--- config.mk ---
export PLATFORM = sky130hd
export DESIGN_NAME = ahb_slave_if
export DESIGN_NICKNAME = d
export VERILOG_FILES = /design/src/rtl/ahb_slave_if_pkg.sv /design/src/rtl/ahb_burst_addr_calc.sv /design/src/rtl/ahb_slave_if.sv
export SDC_FILE = /design/constraint.sdc
export NUM_CORES = 1
export LEC_CHECK = 0
export BUFFER_PORTS_ARGS = -buffer_cell sky130_fd_sc_hd__buf_2
export CORE_ASPECT_RATIO = 1.25
export CORE_UTILIZATION = 52
export CTS_BUF_LIST = sky130_fd_sc_hd__clkbuf_16
export DETAILED_ROUTE_END_ITERATION = 16
export GPL_TIMING_DRIVEN = 0
export PLACE_DENSITY = 0.81
export REMOVE_ABC_BUFFERS = 1
export SLEW_MARGIN = 20
export SYNTH_ARGS = -nofsm -noshare
export SYNTH_HDL_FRONTEND = slang
export SYNTH_HIERARCHICAL = 1
export SYNTH_SLANG_ARGS = --single-unit
--- constraint.sdc ---
create_clock -name hclk -period 2.95 [get_ports hclk]
set_input_delay 0.7375 -clock hclk [delete_from_list [all_inputs] [get_ports hclk]]
set_output_delay 0.7375 -clock hclk [all_outputs]
set_load 0.01 [all_outputs]
--- src/rtl/ahb_slave_if_pkg.sv ---
// Shared bridge definitions: AHB transfer/burst encodings, peripheral address
// windows, burst-tracker state type and small burst-decode helpers.
package ahb_slave_if_pkg;

  localparam int unsigned ADDR_W = 32;
  localparam int unsigned DATA_W = 32;
  localparam int unsigned CNT_W  = 5;
  localparam int unsigned SEL_W  = 3;

  typedef enum logic [1:0] {
    HTRANS_IDLE   = 2'd0,
    HTRANS_BUSY   = 2'd1,
    HTRANS_NONSEQ = 2'd2,
    HTRANS_SEQ    = 2'd3
  } htrans_e;

  typedef enum logic [2:0] {
    HB_SINGLE = 3'd0,
    HB_INCR   = 3'd1,
    HB_WRAP4  = 3'd2,
    HB_INCR4  = 3'd3,
    HB_WRAP8  = 3'd4,
    HB_INCR8  = 3'd5,
    HB_WRAP16 = 3'd6,
    HB_INCR16 = 3'd7
  } hburst_e;

  // Peripheral address windows (inclusive limits)
  localparam logic [ADDR_W-1:0] SLV0_BASE  = 32'h8000_0000;
  localparam logic [ADDR_W-1:0] SLV0_LIMIT = 32'h83FF_FFFF;
  localparam logic [ADDR_W-1:0] SLV1_BASE  = 32'h8400_0000;
  localparam logic [ADDR_W-1:0] SLV1_LIMIT = 32'h87FF_FFFF;
  localparam logic [ADDR_W-1:0] SLV2_BASE  = 32'h8800_0000;
  localparam logic [ADDR_W-1:0] SLV2_LIMIT = 32'h8BFF_FFFF;

  typedef enum logic {
    ST_IDLE  = 1'b0,
    ST_BURST = 1'b1
  } burst_state_e;

  // Beats minus one for fixed-length bursts; 0 for SINGLE and INCR
  function automatic logic [CNT_W-1:0] burst_last_beat(input logic [2:0] burst);
    case (burst)
      HB_WRAP4,  HB_INCR4:  return CNT_W'(3);
      HB_WRAP8,  HB_INCR8:  return CNT_W'(7);
      HB_WRAP16, HB_INCR16: return CNT_W'(15);
      default:              return '0;
    endcase
  endfunction

  function automatic logic burst_is_wrap(input logic [2:0] burst);
    return (burst == HB_WRAP4) || (burst == HB_WRAP8) || (burst == HB_WRAP16);
  endfunction

endpackage

--- src/rtl/ahb_burst_addr_calc.sv ---
// Next-beat address for a burst, purely combinational.
// Ports: addr (current beat address), hsize (log2 beat bytes), hburst (burst
// type used for wrap decision), next_addr_c (address the next beat must use).
module ahb_burst_addr_calc
  import ahb_slave_if_pkg::*;
(
  input  logic [ADDR_W-1:0] addr,
  input  logic [2:0]        hsize,
  input  logic [2:0]        hburst,
  output logic [ADDR_W-1:0] next_addr_c
);

  logic [ADDR_W-1:0] step;
  logic [ADDR_W-1:0] sum;
  logic [ADDR_W-1:0] wrap_mask;
  logic [CNT_W:0]    beats;

  // Wrap bursts keep the bits above the beats*size boundary and increment below it
  always_comb begin
    step        = ADDR_W'(1) << hsize;
    sum         = addr + step;
    beats       = {1'b0, burst_last_beat(hburst)} + (CNT_W + 1)'(1);
    wrap_mask   = (ADDR_W'(beats) << hsize) - ADDR_W'(1);
    next_addr_c = sum;
    if (burst_is_wrap(hburst)) begin
      next_addr_c = (addr & ~wrap_mask) | (sum & wrap_mask);
    end
  end

endmodule

--- src/rtl/ahb_slave_if.sv ---
// AHB slave front-end of the AHB-to-APB bridge: address decode, address/data
// pipeline, read-data pass-through and burst protocol tracker.
// Ports: hclk/hresetn clock and async active-low reset; AHB address-phase
// inputs (hwrite, hreadyin, htrans, hsize, hburst, haddr, hwdata); prdata from
// APB. Outputs: valid/tempselx decode, haddr1/2 and hwdata1/2 pipeline,
// hwritereg, hrdata, beat_cnt (beats left) and burst_err (one-cycle pulse).
module ahb_slave_if
  import ahb_slave_if_pkg::*;
(
  input  logic              hclk,
  input  logic              hresetn,
  input  logic              hwrite,
  input  logic              hreadyin,
  input  logic [1:0]        htrans,
  input  logic [2:0]        hsize,
  input  logic [2:0]        hburst,
  input  logic [ADDR_W-1:0] haddr,
  input  logic [DATA_W-1:0] hwdata,
  input  logic [DATA_W-1:0] prdata,
  output logic              valid,
  output logic [ADDR_W-1:0] haddr1,
  output logic [ADDR_W-1:0] haddr2,
  output logic [DATA_W-1:0] hwdata1,
  output logic [DATA_W-1:0] hwdata2,
  output logic              hwritereg,
  output logic [SEL_W-1:0]  tempselx,
  output logic [DATA_W-1:0] hrdata,
  output logic [CNT_W-1:0]  beat_cnt,
  output logic              burst_err
);

  burst_state_e      state_q, state_d;
  logic [CNT_W-1:0]  beat_cnt_d;
  logic [ADDR_W-1:0] exp_addr_q, exp_addr_d;
  logic [2:0]        burst_q, burst_d;
  logic              burst_err_d;
  logic [2:0]        calc_burst;
  logic [ADDR_W-1:0] calc_next;
  logic              nonseq_v;
  logic              seq_v;
  logic              start_v;

  // Peripheral select decode
  always_comb begin
    tempselx = '0;
    if (haddr >= SLV0_BASE && haddr <= SLV0_LIMIT) begin
      tempselx = 3'b001;
    end else if (haddr >= SLV1_BASE && haddr <= SLV1_LIMIT) begin
      tempselx = 3'b010;
    end else if (haddr >= SLV2_BASE && haddr <= SLV2_LIMIT) begin
      tempselx = 3'b100;
    end
  end

  always_comb begin
    valid = hreadyin && ((htrans == HTRANS_NONSEQ) || (htrans == HTRANS_SEQ)) &&
            (tempselx != '0);
  end

  assign hrdata = prdata;

  // A NONSEQ starts a new burst from its own hburst; SEQ beats follow the stored type
  assign calc_burst = (htrans == HTRANS_NONSEQ) ? hburst : burst_q;

  ahb_burst_addr_calc u_addr_calc (
    .addr        (haddr),
    .hsize       (hsize),
    .hburst      (calc_burst),
    .next_addr_c (calc_next)
  );

  // Address/data pipeline advances only on accepted phases
  always_ff @(posedge hclk or negedge hresetn) begin
    if (!hresetn) begin
      haddr1    <= '0;
      haddr2    <= '0;
      hwdata1   <= '0;
      hwdata2   <= '0;
      hwritereg <= 1'b0;
    end else if (hreadyin) begin
      haddr1    <= haddr;
      haddr2    <= haddr1;
      hwdata1   <= hwdata;
      hwdata2   <= hwdata1;
      hwritereg <= hwrite;
    end
  end

  // Burst tracker state register
  always_ff @(posedge hclk or negedge hresetn) begin
    if (!hresetn) begin
      state_q    <= ST_IDLE;
      beat_cnt   <= '0;
      exp_addr_q <= '0;
      burst_q    <= '0;
      burst_err  <= 1'b0;
    end else begin
      state_q    <= state_d;
      beat_cnt   <= beat_cnt_d;
      exp_addr_q <= exp_addr_d;
      burst_q    <= burst_d;
      burst_err  <= burst_err_d;
    end
  end

  // Burst tracker next-state; error tracking resyncs to the received address
  always_comb begin
    state_d     = state_q;
    beat_cnt_d  = beat_cnt;
    exp_addr_d  = exp_addr_q;
    burst_d     = burst_q;
    burst_err_d = 1'b0;
    nonseq_v    = valid && (htrans == HTRANS_NONSEQ);
    seq_v       = valid && (htrans == HTRANS_SEQ);
    start_v     = nonseq_v && (hburst != HB_SINGLE);

    if (hreadyin) begin
      case (state_q)
        ST_IDLE: begin
          if (start_v) begin
            state_d    = ST_BURST;
            burst_d    = hburst;
            beat_cnt_d = burst_last_beat(hburst);
            exp_addr_d = calc_next;
          end else if (seq_v) begin
            burst_err_d = 1'b1;
          end
        end
        ST_BURST: begin
          if (htrans == HTRANS_BUSY) begin
            state_d = ST_BURST;
          end else if (seq_v) begin
            burst_err_d = (haddr != exp_addr_q);
            exp_addr_d  = calc_next;
            if (burst_q != HB_INCR) begin
              beat_cnt_d = beat_cnt - CNT_W'(1);
              if (beat_cnt == CNT_W'(1)) begin
                state_d = ST_IDLE;
              end
            end
          end else if (start_v) begin
            burst_d    = hburst;
            beat_cnt_d = burst_last_beat(hburst);
            exp_addr_d = calc_next;
          end else begin
            state_d = ST_IDLE;
          end
        end
        default: state_d = ST_IDLE;
      endcase
    end
  end

endmodule
Yosys cells after proc, flatten, opt, wreduce, memory -nomap -nowiden
Index checks and enable logic that the tools add are counted.
Storage, ports and cells
  logic and storage cells: 102
  bits in registers: 171
Operators by class
  reductions and logical operators: 22
  equal/unequal tests: 21
  shifts and indexed selects: 2
  bitwise operators: 5
  multiplexer cells: 32
  add/sub/neg operators: 4
  order comparisons: 6
Operators by type and width (number)
  32-bit two-way mux: 4
  32-bit greater-or-equal comparator (second input constant): 3
  32-bit less-or-equal comparator (second input constant): 3
  32-bit bitwise AND: 2
  32-bit one-hot mux with 2 select lines: 1
  32-bit adder: 1
  32-bit inequality test: 1
  32-bit NOT: 1
  32-bit OR: 1
  1-bit by 3-bit << shifter with 32-bit output (first input constant): 1
  6-bit by 3-bit << shifter with 32-bit output: 1
  32-bit by 1-bit subtractor with 32-bit output (second input constant): 1
  3-bit == test (second input constant): 8
  4-bit one-hot mux with 3 select lines: 2
  3-bit two-way mux: 7
  5-bit two-way mux: 4
  3-bit by 2-bit == test with 1-bit output (second input constant): 4
  2-bit OR reduction: 6
  1-bit two-way mux: 10
  5-bit one-hot mux with 2 select lines: 1
  1-bit logical AND: 8
  3-bit one-hot mux with 2 select lines: 1
  3-bit AND reduction: 2
  3-bit nonzero test: 2
  other kinds (12): 17

Logic depth before layout (Yosys ltp)
Gate-level depths: netlist (run 1).
  depth after elaboration: 16
  mapped depth: 15
  gate-level depth less buffers: 12

Cells and area by module
The synthesis (run 1) kept the hierarchy.
By module, submodules not included
  ahb_slave_if: times used 1, cells an instance 492, area an instance 7334.5 um^2
  ahb_burst_addr_calc: times used 1, cells an instance 205, area an instance 1392.6 um^2

Worst setup path after synthesis (run 1)
Ideal clock, no wire load.
  path type: input -> register
  start: in htrans[0]
  end: reg exp_addr_q[6]
  slack: -0.643 ns
  stages on the path: 13
  data arrival time: 3.468 ns
  data required time: 2.825 ns
  path buffers: 3
  setup time: 0.125 ns
  cells stage by stage: clkbuf_1 > nand2b_1 > mux2_2 > buf_2 > nor3_1 > nand2b_1 > ha_1 > buf_1 > nand2_1 > o2bb2ai_1 > nor4_1 > mux2_2 > mux2_4
Between the ends
  word-level cells in the longest chain between the ends: 16
  elaborated cells between the ends (all ways): 36
  classes of those cells: add/sub: 2; eq/ne: 10; shift: 1; mux: 7; bitwise: 4; reduce/logical: 12
RTL lines
  from (decl): line ahb_slave_if.sv:14  | input logic [1:0] htrans,
  2-bit == test *: line ahb_slave_if.sv:63  | assign calc_burst = (htrans == HTRANS_NONSEQ) ? hburst : burst_q;
  3-bit two-way mux *: line ahb_slave_if.sv:63
  net calc_burst[1]: line ahb_slave_if.sv:37  | logic [2:0] calc_burst;
  3-bit == test (tied with other cells): line ahb_slave_if_pkg.sv:43  | case (burst)
  2-bit OR reduction: line ahb_slave_if_pkg.sv:43
  4-bit one-hot mux with 3 select lines: line ahb_slave_if_pkg.sv:43
  4-bit by 1-bit adder with 5-bit output: line ahb_burst_addr_calc.sv:22  | beats = {1'b0, burst_last_beat(hburst)} + (CNT_W + 1)'(1);
  6-bit by 3-bit << shifter with 32-bit output: line ahb_burst_addr_calc.sv:23  | wrap_mask = (ADDR_W'(beats) << hsize) - ADDR_W'(1);
  (+2 left out)
  32-bit bitwise AND: line ahb_burst_addr_calc.sv:26  | next_addr_c = (addr & ~wrap_mask) | (sum & wrap_mask);
  32-bit OR: line ahb_burst_addr_calc.sv:26
  32-bit two-way mux *: line ahb_burst_addr_calc.sv:25  | if (burst_is_wrap(hburst)) begin
  net calc_next[6]: line ahb_slave_if.sv:38  | logic [ADDR_W-1:0] calc_next;
  32-bit two-way mux: line ahb_slave_if.sv:120, ahb_slave_if.sv:141
  32-bit two-way mux: line ahb_slave_if.sv:132  | end else if (seq_v) begin
  32-bit two-way mux: line ahb_slave_if.sv:130  | if (htrans == HTRANS_BUSY) begin
  32-bit one-hot mux with 2 select lines *: line ahb_slave_if.sv:118  | case (state_q)
  to (signal assigned): line ahb_slave_if.sv:100  | exp_addr_q <= exp_addr_d;
  to (decl): line ahb_slave_if.sv:34  | logic [ADDR_W-1:0] exp_addr_q, exp_addr_d;
The timed path passes the listed nets; every way through them passes the cells marked *. The select of a mux whose other input is x is not followed.
A chain may end at the register's enable or synchronous reset.

Worst setup path in the final report (run 1)
  start: in hsize[2]
  end: reg exp_addr_q[23]
Between the ends
  word-level cells in the longest chain between the ends: 10
  elaborated cells between the ends (all ways): 13
  classes of those cells: add/sub: 2; shift: 2; mux: 5; bitwise: 4
RTL lines
  from (decl): line ahb_slave_if.sv:15  | input logic [2:0] hsize,
  6-bit by 3-bit << shifter with 32-bit output: line ahb_burst_addr_calc.sv:23
  32-bit by 1-bit subtractor with 32-bit output: line ahb_burst_addr_calc.sv:23
  32-bit NOT: line ahb_burst_addr_calc.sv:26
  32-bit bitwise AND: line ahb_burst_addr_calc.sv:26
  32-bit OR: line ahb_burst_addr_calc.sv:26
  32-bit two-way mux *: line ahb_burst_addr_calc.sv:25
  net calc_next[23]: line ahb_slave_if.sv:38
  32-bit two-way mux: line ahb_slave_if.sv:120, ahb_slave_if.sv:141
  32-bit two-way mux: line ahb_slave_if.sv:132
  32-bit two-way mux: line ahb_slave_if.sv:130
  32-bit one-hot mux with 2 select lines *: line ahb_slave_if.sv:118
Marked as above.

==> metrics.md, run 1 <==
| Metric | Value |
|---|---|
| Initial Util | a little over half |
| Synth warn | 6 |
| Clock tree from TritonCTS | done |
| Worst EP required | 3.26 ns |
| Clk sinks | about 170 |
| Mean routed wirelength per cell | 18.8 µm |
| Cell taking the most area after synthesis | dfrtp_1 |
| Post-synthesis mux area share | about a quarter |
| Max-cap violation count | 0 |
| Chip Width | around 120 µm |
| CP Capture Type | register |
| Via/cell ratio | between 5 and 6 |
| Crit path max fanout | 20 |
| Compound-Gate Fraction of Synth Area | slightly above 5% |
| Worst slew pin tran | 0.696 ns |
| Post-Syn Instances | 697 |
| Rows | 52 |
| CTS max path bufs | 2 |
| Clock root cell | clkbuf_16 |
| Number of synthesized flops with an enable pin | 0 |
| Simple-gate share of the synthesized area | under 10% |
| Placer congestion estimate | approximately 0.86 |
| Ports | between 200 and 300 |
| Hold buffers post-CTS | 0 |
| Commonest non-fill, non-tap cell in the layout | buf_2 |
| Peak supply drop | approximately 410 µV |
| Largest family of logic cells by synthesized area | multiplexers |
| CP delay by family, top | compound AO/OA/AOI/OAI gates |
| Post-synthesis sequential area ratio | 49.0% |
| Largest net degree at the start of global routing | 102 |
| Syn avg cell area | around 13 µm² |
| Fill cells | 1257 |
| Port bufs | about 210 |
| Post-place setup slack | -0.818 ns |
| Max stage delay on crit path | 0.42 ns |
| Synth area leaders | dfrtp_1 (49%), mux2_2 (18%), mux2_4 (5.2%), xnor2_1 (4.4%), buf_4 (2.8%) |
| Cell variety after synth | 65 |
| Routed wire length | 20900 µm |
| Fin worst setup slack | 0.0760 ns |
| Slowest CP cell | a311o_1 |
| Min Tclk post-route | roughly 2.9 ns |
| Initial antenna violation count | 0 |
| Max Freq | about 350 MHz |
| Crit path buffers/inverters | 2 |
| Cell area after synthesis | around 0.0087 mm² |
| DR vias | between 6000 and 7000 |
| Rel. slew slack | a little over half |
| Hold WC Path Type | in2async |
| CP arrival | 3.19 ns |
| Die area | about 0.017 mm² |
| Area share of xor/xnor cells in the synthesized design | under 10% |
| Drt pass-1 iters | 5 |
| Worst-path clk slew | roughly 0.070 ns |
| GRT Util Overall | between 20% and 30% |
| Final Core Density | approximately 65% |
| Fraction of layout cells with a size suffix above 1 | ~51% |
| First-pass GRT wire length | about 33000 µm |
| Crit Path Class | in2reg |
| P_leak | slightly below 0.005 µW |
| Synth async-reset ratio | between 90% and 100% |
| Hold Violations, Final | 0 |
| Area Overhead vs Synth | 21.2% |
| Synth top area share | roughly 49% |
| Nets | approximately 1000 |
| Post-DP HPWL | around 15000 µm |
| DRC violations left | 0 |
| PD cells | around 600 mW/mm² |
| Vias in the first global route | ~6300 |
| Clk_lat worst skew | 0.43 ns |
| Skew final | around 0.0073 ns |
| Slew Viols, Final | 0 |
| Final setup fails | 0 |
| Die H | about 150 µm |
| Crit share post-route | between 90% and 100% |
| Number of synthesized register bits | about 170 |
| Most frequent cells in the layout | buf_2 (209), dfrtp_1 (171), mux2_2 (140) |
| Congestion Overflow GR | 0 |
| Startpoint types | primary input |
| Ys flop type | dfrtp_1 |
| Synth Area in Adders | about 1.9% |
| Worst path cell trace | buf_4, inv_1, and3_1, ha_1, a21oi_1, nor2b_1, a311o_1, a32o_2, nand4_1, xnor2_1, mux2_4 |
| CORE AREA | approximately 0.016 mm² |
| Routed Antenna Nets | 0 |
| Run status | finished clean |
| CTS Buf Count | 17 |
| H-tree depth | 4 |
| Iter 0 DRT Violations | around 340 |
## area by class of cell
| class | instances | area, µm² | area share, % |
|---|---|---|---|
| Antenna cell | 1 | 2.50 | 0.0237 |
| Clock buffer | 17 | 425 | 4.02 |
| Clock inverter | 15 | 183 | 1.73 |
| Inverter | 7 | 26.3 | 0.248 |
| Multi-Input combinational cell | 456 | 4120 | 38.9 |
| Sequential cell | 171 | 4280 | 40.4 |
| Tap cell | 216 | 270 | 2.55 |
| Timing Repair Buffer | 227 | 1270 | 12.0 |
## metrics by stage
stage | hold slack (ns) | TNS, ns | std cells | power (µW) | cell area (µm²)
6_report | 0.266 | 0 | 1110 | 6300 | 10600
5_1_grt | 0.296 | -0.0301 | 1109 | 6580 | 10600
4_1_cts | 0.274 | 0 | 1099 | 6330 | 10500
3_5_place_dp | 0.491 | -13.55 | 1067 | 4060 | 9810
3_3_place_gp | 0.485 | -397.32 | 1063 | 4010 | 9680
2_1_floorplan | 0.442 | -0.971 | 633 | 3490 | 8340
## power by group
group          switching (µW)  internal, µW  leakage [µW]
Combinational             621           626       0.00255
Sequential                180          2630       0.00207
Clock                    1030          1210      0.000293
Total                    1830          4470       0.00492
## per-layer routing
| layer | vias up | part of all wire, % | global-route usage (%) |
|---|---|---|---|
| met2 | 276 | 49 | 40.1 |
| li1 | 2825 | - | - |
| met5 | - | 0.22 | 1.99 |
| met1 | 3085 | 39 | 28.3 |
| met3 | 33 | 9.6 | 10.8 |
| met4 | 2 | 1.8 | 7.50 |
## cells in the mapped netlist (2+ instances only)
library cell	number
nor4_1	6
buf_4	32
ha_1	12
a21o_1	3
mux2_2	141
nor2b_1	2
a221oi_1	2
xor2_1	22
xnor2_1	44
nor3b_1	5
a21oi_1	18
inv_1	7
o21ai_0	15
nor3_1	11
nand4_1	17
and3_1	7
dfrtp_1	171
clkbuf_1	23
nor2_1	28
mux2_4	30
nand4bb_1	2
a211oi_1	3
o2bb2ai_1	2
and2_1	4
buf_2	5
or2_2	2
nand2b_1	6
nand3_1	7
o21a_1	4
nand2_1	25
o31ai_1	5
buf_6	3
## final timing paths
kind / from / end / slack, ns / depth (start not counted)
setup / recovery: hsize[2] / exp_addr_q[23] / 0.08 / 11
hold / removal: hresetn / beat_cnt[2] / 0.27 / 1
setup reg to reg: burst_q[2] / exp_addr_q[4] / 0.43 / 10
hold reg to reg: haddr2[23] / haddr2[23] / 0.50 / 1
max in group asynchronous: hresetn / haddr2[12] / 1.79 / 2
min in group hclk: haddr2[23] / haddr2[23] / 0.50 / 1
## cells by family after synthesis
family | Yosys count
buffers and inverters | 71
XOR/XNOR | 66
adder cells (fa/ha/maj) | 13
flip-flops | 171
multiplexers | 171
AO/OA/AOI/OAI | 67
AND/OR/NAND/NOR | 138
## flip-flops by register name (all words and copies together), names as in the netlist
name / count
beat_cnt: 5
burst_err: 1
burst_q: 3
exp_addr_q: 32
haddr1: 32
haddr2: 32
hwdata1: 32
hwdata2: 32
hwritereg: 1
state_q: 1
## repair_timing
action,4_1_cts,5_1_grt
setup buffers,0,9
setup endpoints to repair,12,24
hold endpoints to repair,0,0
gates resized for setup,9,10
gates cloned,0,1
No activity file was read; power rests on OpenSTA's default activity.
==> run 2, diff against run 1 <==
==> constraint.sdc (replaced) <==
create_clock -name hclk -period 2.88 [get_ports hclk]
set_input_delay 0.72 -clock hclk [delete_from_list [all_inputs] [get_ports hclk]]
set_output_delay 0.72 -clock hclk [all_outputs]
set_load 0.01 [all_outputs]
==> run 2 against run 1 <==
Compared with the run above: cell count is the same; setup slack lost 0.044 ns; critical path depth grew 2; register-to-register slack lost 0.15 ns; critical path type unchanged.
==> metrics.md, run 2 (synthesized netlist as in run 1, its figures left out) <==
| Metric | Value |
|---|---|
| CP arrival | 3.16 ns (was 3.19 ns) |
| PD cells | 609 mW/mm² (was 595 mW/mm²) |
| DR vias | 6219 (was 6221) |
| Hold WC Path Type | in2async (unchanged) |
| Min Tclk post-route | between 2 and 3 ns |
| Clock tree from TritonCTS | done (unchanged) |
| CP Capture Type | register (unchanged) |
| Initial Util | 53.4% (unchanged) |
| Most frequent cells in the layout | buf_2 (208), dfrtp_1 (171), mux2_2 (140) (was buf_2 (209), dfrtp_1 (171), mux2_2 (140)) |
| Hold buffers post-CTS | 0 (unchanged) |
| Slowest CP cell | mux2_4 (was a311o_1) |
| Chip Width | 118 µm (unchanged) |
| Post-DP HPWL | 14900 µm (unchanged) |
| Initial antenna violation count | 0 (unchanged) |
| Mean routed wirelength per cell | 18.9 µm (was 18.8 µm) |
| Startpoint types | primary input (unchanged) |
| Hold Slack | 0.249 ns (was 0.266 ns) |
| Crit path max fanout | 9 (was 20) |
| Peak supply drop | 421 µV (was 412 µV) |
| DRC violations left | 0 (unchanged) |
| Max stage delay on crit path | 0.36 ns (was 0.42 ns) |
| Area Overhead vs Synth | 21.5% (was 21.2%) |
| Max Freq | between 300 and 400 MHz |
| GRT Util Overall | 24.4% (was 24.3%) |
| Vias in the first global route | 6308 (was 6274) |
| Congestion Overflow GR | 0 (unchanged) |
| Fill cells | 1244 (was 1257) |
| Rel. slew slack | 53.5% (was 53.4%) |
| Via/cell ratio | 5.60 (about the same) |
| CORE AREA | 0.0163 mm² (unchanged) |
| Placed cells | 1067 (unchanged) |
| CP most frequent cell | mux2_4 |
| Non-Filler Instances | 1110 (unchanged) |
| Ports | 279 (unchanged) |
| Die area | 0.0173 mm² (unchanged) |
| Slew Viols, Final | 0 (unchanged) |
| Crit Path Class | in2reg (unchanged) |
| CTS Buf Count | 17 (unchanged) |
| Largest net degree at the start of global routing | 102 (unchanged) |
| Routed Antenna Nets | 0 (unchanged) |
| Max-cap violation count | 0 (unchanged) |
| Rows | 52 (unchanged) |
| Hold Violations, Final | 0 (unchanged) |
| Port bufs | 214 (unchanged) |
| CTS max path bufs | 2 (unchanged) |
| Fraction of layout cells with a size suffix above 1 | 51.6% (was 51.1%) |
| Clk_lat worst skew | 0.43 ns (about the same) |
| First-pass GRT wire length | 32900 µm (was 32800 µm) |
| Skew final | 0.00792 ns (was 0.00730 ns) |
| H-tree depth | 4 (unchanged) |
| Worst EP required | 3.19 ns (was 3.26 ns) |
| Worst path cell trace | clkbuf_4, nand2b_4, mux2_4, nor3_4, nand2b_1, ha_4, buf_4, o31ai_2, a22oi_1, nor2_1, o21ai_1, xnor2_1, mux2_4 (was buf_4, inv_1, and3_1, ha_1, a21oi_1, nor2b_1, a311o_1, a32o_2, nand4_1, xnor2_1, mux2_4) |
| Routed wire length | 21000 µm (was 20900 µm) |
| Worst-path clk slew | 0.07 ns (about the same) |
| Run status | finished clean (unchanged) |
| Iter 0 DRT Violations | 296 (was 338) |
| Placed cell area | 0.00981 mm² (unchanged) |
| Worst slew pin tran | 0.694 ns (was 0.696 ns) |
| Commonest non-fill, non-tap cell in the layout | buf_2 (unchanged) |
| Clock root cell | clkbuf_16 (unchanged) |
| Final setup fails | 0 (unchanged) |
| Final Core Density | 64.9% (was 64.8%) |
| Final Cell Area | 0.0106 mm² (about the same) |
| Placer congestion estimate | 0.858 (unchanged) |
| Die H | 147 µm (unchanged) |
| P_leak | 0.00492 µW (about the same) |
| Clk sinks | 171 (unchanged) |
| Crit share post-route | 98.9% |
| Nets | 1001 (unchanged) |
| Drt pass-1 iters | 6 (was 5) |
-- run 2: power by group --
group          internal, µW  leakage, µW  switching [µW]  total [µW]
combinational           642      0.00256             640        1280
sequential             2690      0.00207             184        2880
clock                  1240     0.000293            1060        2300
total                  4570      0.00492            1880        6460
-- run 2: worst paths after layout --
kind	slack, ns	cells past startpoint	to	start
max	0.03	13	exp_addr_q[8]	htrans[0]
min	0.25	1	beat_cnt[2]	hresetn
max reg2reg	0.28	11	exp_addr_q[8]	burst_q[2]
min reg2reg	0.50	1	haddr2[23]	haddr2[23]
max in group asynchronous	1.75	2	haddr1[12]	hresetn
min in group hclk	0.50	1	haddr2[23]	haddr2[23]
-- run 2: per-stage QoR --
step	setup TNS, ns	worst slack [ns]	total power, µW
final	0	0.0324	6460
after global routing	-0.0101	-0.00688	6750
after CTS	0	0.0101	6490
after detailed placement	-15.18	-0.871	4150
after global placement	-415.31	-1.99	4110
after floorplan	-1.26	-0.364	3580
-- run 2: cell type report --
| class | count | area (µm²) | share of cell area, % |
|---|---|---|---|
| sequential | 171 | 4280 | 40.4 |
| antenna | 1 | 2.50 | 0.0236 |
| multi-input combinational | 456 | 4140 | 39.0 |
| inverter | 7 | 26.3 | 0.248 |
| timing repair buffer | 227 | 1280 | 12.1 |
| clock buffer | 17 | 425 | 4.01 |
| clock inverter | 15 | 183 | 1.72 |
| tap | 216 | 270 | 2.55 |
-- run 2: per-layer routing --
| layer | share of wire (%) | track usage [%] |
|---|---|---|
| met2 | 49 | 40.4 |
| met4 | 1.8 | 7.76 |
| met5 | 0.23 | 1.99 |
| met1 | 39 | 28.3 |
| met3 | 10 | 10.8 |
-- run 2: critical path, delay by kind of cell --
| kind | cells | cell delay, ns |
|---|---|---|
| xor gates and xnor gates | 1 | 0.13 |
| muxes | 2 | 0.64 |
| AOI/OAI and AO/OA | 3 | 0.43 |
| adders and majority gates | 1 | 0.21 |
| buffers and inverters | 2 | 0.32 |
| and+or+nand+nor | 4 | 0.71 |
-- run 2: what timing repair did --
item,CTS,global route
pin swaps,0,6
cloned,0,1
resized for setup,11,18
setup buffers,2,7
endpoints found under the setup margin,24,25
